File: src/rtl/codec_pkg.sv
// Shared definitions for the codec init sequencer: command types, FSM states, width helper.
// Latency: n/a (package only).
// Backpressure: n/a (package only).
package codec_pkg;

  // Command types understood by the I2C configuration writer, in issue order
  localparam logic [3:0] LEFT_LINE_IN  = 4'd0;
  localparam logic [3:0] RIGHT_LINE_IN = 4'd1;
  localparam logic [3:0] LEFT_HP_OUT   = 4'd2;
  localparam logic [3:0] RIGHT_HP_OUT  = 4'd3;
  localparam logic [3:0] ANALOG_PATH   = 4'd4;
  localparam logic [3:0] DIGITAL_PATH  = 4'd5;
  localparam logic [3:0] POWER_DOWN    = 4'd6;
  localparam logic [3:0] DIGITAL_IF    = 4'd7;
  localparam logic [3:0] SAMPLE_CTRL   = 4'd8;
  localparam logic [3:0] ACTIVE        = 4'd9;

  typedef enum logic [2:0] {
    IDLE,
    ISSUE,
    WAIT,
    GAP,
    DONE,
    ERROR
  } seq_state_t;

  // Bits needed to hold 0..max_val, never less than one bit
  function automatic int width_for(input int max_val);
    return (max_val < 1) ? 1 : $clog2(max_val + 1);
  endfunction

endpackage

File: src/rtl/codec_init_sequencer.sv
// Steps the I2C config writer through NUM_CMDS commands with timeout/retry and an idle gap between commands.
// Latency: i_start accepted on an edge drives o_i2c_start high right after that edge; all outputs registered.
// Backpressure: one command in flight; waits for i_i2c_finished (or timeout) before the next; i_start ignored while busy.
module codec_init_sequencer
  import codec_pkg::*;
#(
  parameter int NUM_CMDS       = 10,
  parameter int GAP_CYCLES     = 16,
  parameter int TIMEOUT_CYCLES = 1024,
  parameter int MAX_RETRY      = 2
) (
  input  logic       i_clk,
  input  logic       i_rst_n,
  input  logic       i_start,
  input  logic       i_i2c_finished,
  output logic       o_i2c_start,
  output logic [3:0] o_i2c_type,
  output logic [3:0] o_cmd_idx,
  output logic       o_busy,
  output logic       o_done,
  output logic       o_error
);

  localparam int TMR_W = $clog2(TIMEOUT_CYCLES + 1);
  localparam int GAP_W = $clog2(GAP_CYCLES + 1);
  localparam int CNT_W = (TMR_W > GAP_W) ? TMR_W : GAP_W;
  localparam int RTY_W = width_for(MAX_RETRY);

  // The counter runs down to zero; loading N-1 gives exactly N cycles in the state
  localparam logic [CNT_W-1:0] TMO_LOAD = CNT_W'(TIMEOUT_CYCLES - 1);
  localparam logic [CNT_W-1:0] GAP_LOAD = CNT_W'(GAP_CYCLES - 1);
  localparam logic [3:0]       LAST_IDX = 4'(NUM_CMDS - 1);
  localparam logic [RTY_W-1:0] RTY_MAX  = RTY_W'(MAX_RETRY);

  seq_state_t       state, state_n;
  logic [3:0]       idx, idx_n;
  logic [RTY_W-1:0] retry, retry_n;
  // Shared down-counter: WAIT timeout in WAIT, idle gap in GAP; the two never overlap
  logic [CNT_W-1:0] cnt, cnt_n;

  // Next-state logic: command sequencing, timeout/retry bookkeeping and gap timing
  always_comb begin
    state_n = state;
    idx_n   = idx;
    retry_n = retry;
    cnt_n   = cnt;
    unique case (state)
      IDLE, DONE, ERROR: begin
        if (i_start) begin
          state_n = ISSUE;
          idx_n   = '0;
          retry_n = '0;
        end
      end
      ISSUE: begin
        state_n = WAIT;
        cnt_n   = TMO_LOAD;
      end
      WAIT: begin
        // Finish is checked first so it wins over a timeout in the same cycle
        if (i_i2c_finished) begin
          retry_n = '0;
          cnt_n   = GAP_LOAD;
          state_n = (idx >= LAST_IDX) ? DONE : GAP;
        end else if (cnt == '0) begin
          if (retry == RTY_MAX) begin
            state_n = ERROR;
          end else begin
            state_n = GAP;
            retry_n = retry + RTY_W'(1);
            cnt_n   = GAP_LOAD;
          end
        end else begin
          cnt_n = cnt - CNT_W'(1);
        end
      end
      GAP: begin
        if (cnt == '0) begin
          state_n = ISSUE;
          // retry is cleared only by a finish, so zero here means the last command succeeded
          if (retry == '0) begin
            idx_n = idx + 4'd1;
          end
        end else begin
          cnt_n = cnt - CNT_W'(1);
        end
      end
      default: begin
        state_n = IDLE;
      end
    endcase
  end

  // State register with synchronous active-low reset
  always_ff @(posedge i_clk) begin
    if (!i_rst_n) begin
      state <= IDLE;
      idx   <= '0;
      retry <= '0;
      cnt   <= '0;
    end else begin
      state <= state_n;
      idx   <= idx_n;
      retry <= retry_n;
      cnt   <= cnt_n;
    end
  end

  // Outputs registered from the next state so they line up with the state they describe
  always_ff @(posedge i_clk) begin
    if (!i_rst_n) begin
      o_i2c_start <= 1'b0;
      o_i2c_type  <= '0;
      o_cmd_idx   <= '0;
      o_busy      <= 1'b0;
      o_done      <= 1'b0;
      o_error     <= 1'b0;
    end else begin
      o_i2c_start <= (state_n == ISSUE);
      o_i2c_type  <= idx_n;
      o_cmd_idx   <= idx_n;
      o_busy      <= (state_n inside {ISSUE, WAIT, GAP});
      o_done      <= (state_n == DONE);
      o_error     <= (state_n == ERROR);
    end
  end

endmodule

File: config.mk
export PLATFORM = sky130hd
export DESIGN_NAME = codec_init_sequencer
export DESIGN_NICKNAME = d
export VERILOG_FILES = /design/src/rtl/codec_pkg.sv /design/src/rtl/codec_init_sequencer.sv
export SDC_FILE = /design/constraint.sdc
export NUM_CORES = 1
export LEC_CHECK = 0
export ABC_AREA = 1
export CAP_MARGIN = 20
export CORE_AREA = 2 2 54 56
export CTS_BUF_LIST = sky130_fd_sc_hd__clkbuf_4 sky130_fd_sc_hd__clkbuf_8
export DETAILED_ROUTE_END_ITERATION = 10
export DIE_AREA = 0 0 56 58
export PLACE_DENSITY = 0.91
export RECOVER_POWER = 25
export SETUP_SLACK_MARGIN = 0.2
export SYNTH_ARGS = -nofsm -noshare
export SYNTH_HDL_FRONTEND = slang
export SYNTH_SLANG_ARGS = --single-unit
File: constraint.sdc
create_clock -name i_clk -period 2.2 [get_ports i_clk]
set_input_delay 0.44 -clock i_clk [delete_from_list [all_inputs] [get_ports i_clk]]
set_output_delay 0.44 -clock i_clk [all_outputs]
set_load 0.02 [all_outputs]
# After elaboration in Yosys (flattened, before gate mapping)
# Index checks and enable logic that the tools add are counted.
[op_classes]
eq_ne = 18
magnitude_cmp = 1
n_addsub = 3
n_mux = 21
reduce_logical = 11
[ops]
columns = ["cell", "n"]
rows = [
  ["two-way mux 11 bit", 4],
  ["one-hot mux 11 bit (3 select lines)", 1],
  ["two-way mux 3 bit", 6],
  ["equality test 3 x 2 -> 1 bit (second input constant)", 4],
  ["equality test 3 bit (second input constant)", 4],
  ["two-way mux 4 bit", 3],
  ["one-hot mux 3 bit (4 select lines)", 1],
  ["zero test 11 bit", 1],
  ["subtractor 11 x 1 -> 11 bit (second input constant)", 1],
  ["two-way mux 2 bit", 4],
  ["!= test 2 bit (second input constant)", 4],
  ["one-hot mux 4 bit (2 select lines)", 1],
  ["AND reduction 4 bit", 2],
  ["equality test 3 x 1 -> 1 bit (second input constant)", 2],
  ["!= test 3 bit (second input constant)", 2],
  ["nonzero test 3 bit", 2],
  ["adder 4 x 1 -> 4 bit (second input constant)", 1],
  [">= comparator 4 bit (second input constant)", 1],
  ["!= test 4 bit (second input constant)", 1],
  ["one-hot mux 2 bit (2 select lines)", 1],
  ["nonzero test 2 bit", 2],
  ["zero test 3 bit", 1],
  ["AND reduction 3 bit", 1],
  ["OR reduction 3 bit", 1],
  ["other kinds (3)", 3],
]
[totals]
in_bits = 4
elab_cells = 62
regBits = 24
out_inout_bits = 12

# Longest topological paths before layout
# Gate-level depths: netlist (run 1).
[depth]
ltp_word = 7
ltp_mapped = 11
ltp_nobuf = 11

# Least setup slack after synthesis (run 1)
# No wires, ideal clock.
[synth_path]
path_type = "register to register"
startpoint = "register, netlist name o_cmd_idx[1]"
endpoint = "register o_error"
required_ns = 2.087
path_buffers = 0
arrival_time_ns = 1.373
period_less_slack_ns = 1.487
setup_slack_ns = 0.713
stages_incl_launch_ff = 9
setup_time_ns = 0.113
path_cell_list = "dfxtp_1 -> inv_1 -> ha_1 -> inv_1 -> nand3b_1 -> a21oi_2 -> nand3_2 -> nand3_1 -> nor2_1"
[synth_rtl]
columns = ["element", "line", "text"]
rows = [
  ["to (signal assigned)", "codec_init_sequencer.sv:124", "o_error <= (state_n == ERROR);"],
  ["to (decl)", "codec_init_sequencer.sv:21", "output logic o_error"],
]

==> results by group, run 1 <==
Status
  • Status: completed

Synthesis
  • Ys Warns: 0
  • Netlist Area Pre-Place: around 1500 um2
  • Register area share after synthesis: about a third
  • Yosys cell types: 30
  • Post-synthesis cell count: about 220
  • Syn nets: roughly 230
  • Syn_area_per_cell: ~7 um2
  • Seq cells post-synth: 24

Die
  • Die Footprint: roughly 3200 um2
  • Initial core utilization: 56.6%
  • Ports: 16
  • Cell Rows: 19
  • Die Wd: 56 um
  • Core Region: 2660 um2
  • DIE HEIGHT: 58 um

Finish
  • # diodes: 0
  • Layout cells sized above 1: between 10 and 15%
  • Nets: about 240
  • Fin util: between 60% and 70%
  • Area growth from synthesis to layout: 11.0%
  • Fillers: roughly 240

STA
  • Max-slew violations: 0
  • Final Cycle Share: 85.1%
  • Max Freq: ~530 MHz
  • Clk_skew: around 0.0027 ns
  • RSZ-0062 raised after global routing: no
  • Final Setup Violations: 0
  • Setup TNS: 0 ns
  • Final-report hold violation count: 0
  • Hold WS: 0.472 ns
  • Worst-margin pin slew: about 0.33 ns
  • Slew Limit Headroom: ~77%
  • Final min period: about 1.9 ns

Clocking
  • Clock latency on the worst-skew pair: between 0.3 and 0.4 ns
  • Clk sinks: 24
  • Clk slew on worst S/H paths: about 0.13 ns
  • Cts hold-fix bufs: 0
  • H-tree Lvls: 1
  • Root buf cell: clkbuf_4
  • Cts repair resizes: 0
  • CTS tree: yes
  • Num CTS Buffers: 3
  • Longest Clk Path Bufs: 2
  • Setup Fix Bufs, Post-CTS: 0

Global routing
  • Largest net degree at the start of global routing: 14
  • Gr usage total: between 20 and 25%
  • Initial antenna violation count: 0
  • GRT Residual Overflow: 0
  • Vias in the first global route: roughly 1300
  • First-pass GRT wire length: approximately 5300 um

Drt
  • DR DRC count: 0
  • Initial DRC Count: 38
  • Via density: 5.30
  • DRT antenna net count: 0
  • Iteration count of the initial detailed-routing pass: 4
  • Via count: roughly 1400
  • Routed length per instance: between 10 and 15 um
  • Detailed Route WL: ~3000 um

Setup path
  • CP startpoint kind: register
  • Critical path's top delay family: buffers and inverters
  • Critical path's slowest cell: clkdlybuf4s50_1
  • Cell Chain, Critical Path: clkdlybuf4s50_1
  • Worst Path Buf+Inv: 1
  • Crit. Startpoint: o_cmd_idx[0]
  • Stages on the worst setup path: 1
  • Data arrival, critical path: around 1.4 ns
  • Largest fanout on the critical path: 7
  • Slowest stage delay, CP: between 0.6 and 0.7 ns
  • Reg-to-reg endpoint: o_cmd_idx[3]
  • Reg2reg setup slack: ~0.38 ns
  • FF-to-FF path depth: 11
  • Crit. End Element: output pin
  • CP Class: register to output pin
  • CP required: 1.76 ns
  • Worst reg2reg startpoint: cnt[0]
  • CP endpoint: o_i2c_type[0]

Worst hold path
  • Hold Crit Class: register to register

Pwr
  • Pwr/cell area: between 1000 and 1500 nW/um2
  • Leak: just over 0.0007 uW
  • Worst vdd ir: 0.778 mV

Placed design
  • DP HPWL: 2170 um
  • Port buffer count: 15
  • Final estimated routing congestion in global placement: approximately 0.84

Flow run
  • Max-cap violations: 0
## worst min-delay path by stage
stage / startpoint / to / depth (start not counted)
4_1_cts: cnt[0] / cnt[0] / 1
6_report: cnt[0] / cnt[0] / 1
3_3_place_gp: cnt[0] / cnt[0] / 1
5_1_grt: cnt[0] / cnt[0] / 1
3_5_place_dp: cnt[0] / cnt[0] / 1
2_1_floorplan: cnt[0] / cnt[0] / 1
## area by class of cell
class,instances,area [um2],share of cell area [%]
timing repair buffer,16,158,9.42
inverter,33,125,7.48
tap,31,38.8,2.32
sequential,24,480,28.7
multi-input combinational,154,835,49.9
clock buffer,4,36.3,2.17
## logic make-up after synthesis
logic type               count (synthesis)  synth area share [%]
adder cells (fa/ha/maj)                  6                  4.98
buffers and inverters                   39                  11.3
XOR/XNOR                                 1                 0.581
flip-flops                              24                  31.9
AND/OR/NAND/NOR                        106                  34.4
AO/OA/AOI/OAI                           41                  16.8
## sequential cells by signal, summed over array words and instances (netlist names)
| signal | count |
|---|---|
| retry | 2 |
| o_i2c_start | 1 |
| o_busy | 1 |
| o_done | 1 |
| o_error | 1 |
| cnt | 11 |
| o_cmd_idx | 4 |
| state | 3 |
## where the power goes
part / leakage [uW] / total [uW] / internal [uW] / switching, uW
clock: 0.0000210 / 238 / 101 / 137
combinational: 0.000501 / 963 / 332 / 631
sequential: 0.000197 / 637 / 540 / 97.1
total: 0.000720 / 1840 / 974 / 865
## through the flow
step	total power (uW)	area, um2	instances	setup slack [ns]
global placement	1610	1660	258	0.269
detailed placement	1630	1660	258	0.224
finish	1840	1670	262	0.329
global route	2000	1670	262	0.164
CTS	1880	1700	262	0.306
floorplan	1430	1510	217	0.713
## cells in the mapped netlist (all sizes together)
master / number / area share [%]
a22oi: 1 / 0.83
ha: 6 / 5.0
nand3: 20 / 8.5
o31ai: 1 / 0.50
o21ai: 12 / 5.2
xor2: 1 / 0.58
o21bai: 2 / 1.0
nand2: 55 / 15
a21oi: 25 / 9.3
nor2: 26 / 8.6
buf: 5 / 2.7
nand3b: 1 / 0.50
nand4: 4 / 1.7
inv: 31 / 7.7
clkinv: 2 / 0.58
clkbuf: 1 / 0.25
dfxtp: 24 / 32
## per-layer routing
| layer | vias up | global-route usage, % | routed length, um |
|---|---|---|---|
| met2 | 37 | 35.8 | 1410 |
| met5 | - | 0 | 0 |
| li1 | 729 | - | - |
| met1 | 615 | 25.2 | 1380 |
| met4 | 0 | 8.50 | 60 |
| met3 | 7 | 2.68 | 115 |
## cell usage in the layout (no fill, tap or decap)
cell type        netlist  layout
clkinv_2               1       1
nand2_4                2       2
clkdlybuf4s50_1        0      13
o31ai_1                1       1
a21oi_2                4       4
nand4_1                4       4
o21ai_4                1       1
nand3_2                3       2
inv_1                 22      22
nand3b_1               1       1
nor2_2                 1       1
ha_1                   6       6
clkinv_1               1       1
dlygate4sd3_1          0       2
a21oi_1               21      21
o21bai_1               2       2
a22oi_2                1       1
o21ai_1                1       1
xor2_1                 1       1
o21ai_2                2       2
o21ai_0                8       8
clkbuf_4               0       3
nand3_1               16      18
clkbuf_8               0       1
nand2_2                3       1
inv_2                  9       9
dfxtp_1               24      24
nor2_1                21      21
nor2_4                 4       4
buf_4                  4       1
nand2_1               50      52
Note: power is estimated with default switching activity, not from simulation.
==> inputs of run 2 (changes only) <==
--- a/config.mk
+++ b/config.mk
@@ -6,7 +6,7 @@
 export NUM_CORES = 1
 export LEC_CHECK = 0
 export ABC_AREA = 1
-export CAP_MARGIN = 20
+export CAP_MARGIN = 10
 export CORE_AREA = 2 2 54 56
 export CTS_BUF_LIST = sky130_fd_sc_hd__clkbuf_4 sky130_fd_sc_hd__clkbuf_8
 export DETAILED_ROUTE_END_ITERATION = 10
==> results of run 2 <==
No change in the layout: final DEF, timing and power equal those of run 1.
==> inputs of run 3 (changes only) <==
--- a/config.mk
+++ b/config.mk
@@ -6,7 +6,7 @@
 export NUM_CORES = 1
 export LEC_CHECK = 0
 export ABC_AREA = 1
-export CAP_MARGIN = 10
+export CAP_MARGIN = 20
 export CORE_AREA = 2 2 54 56
 export CTS_BUF_LIST = sky130_fd_sc_hd__clkbuf_4 sky130_fd_sc_hd__clkbuf_8
 export DETAILED_ROUTE_END_ITERATION = 10
==> results of run 3 <==
No change in the layout: final DEF, timing and power equal those of run 1.
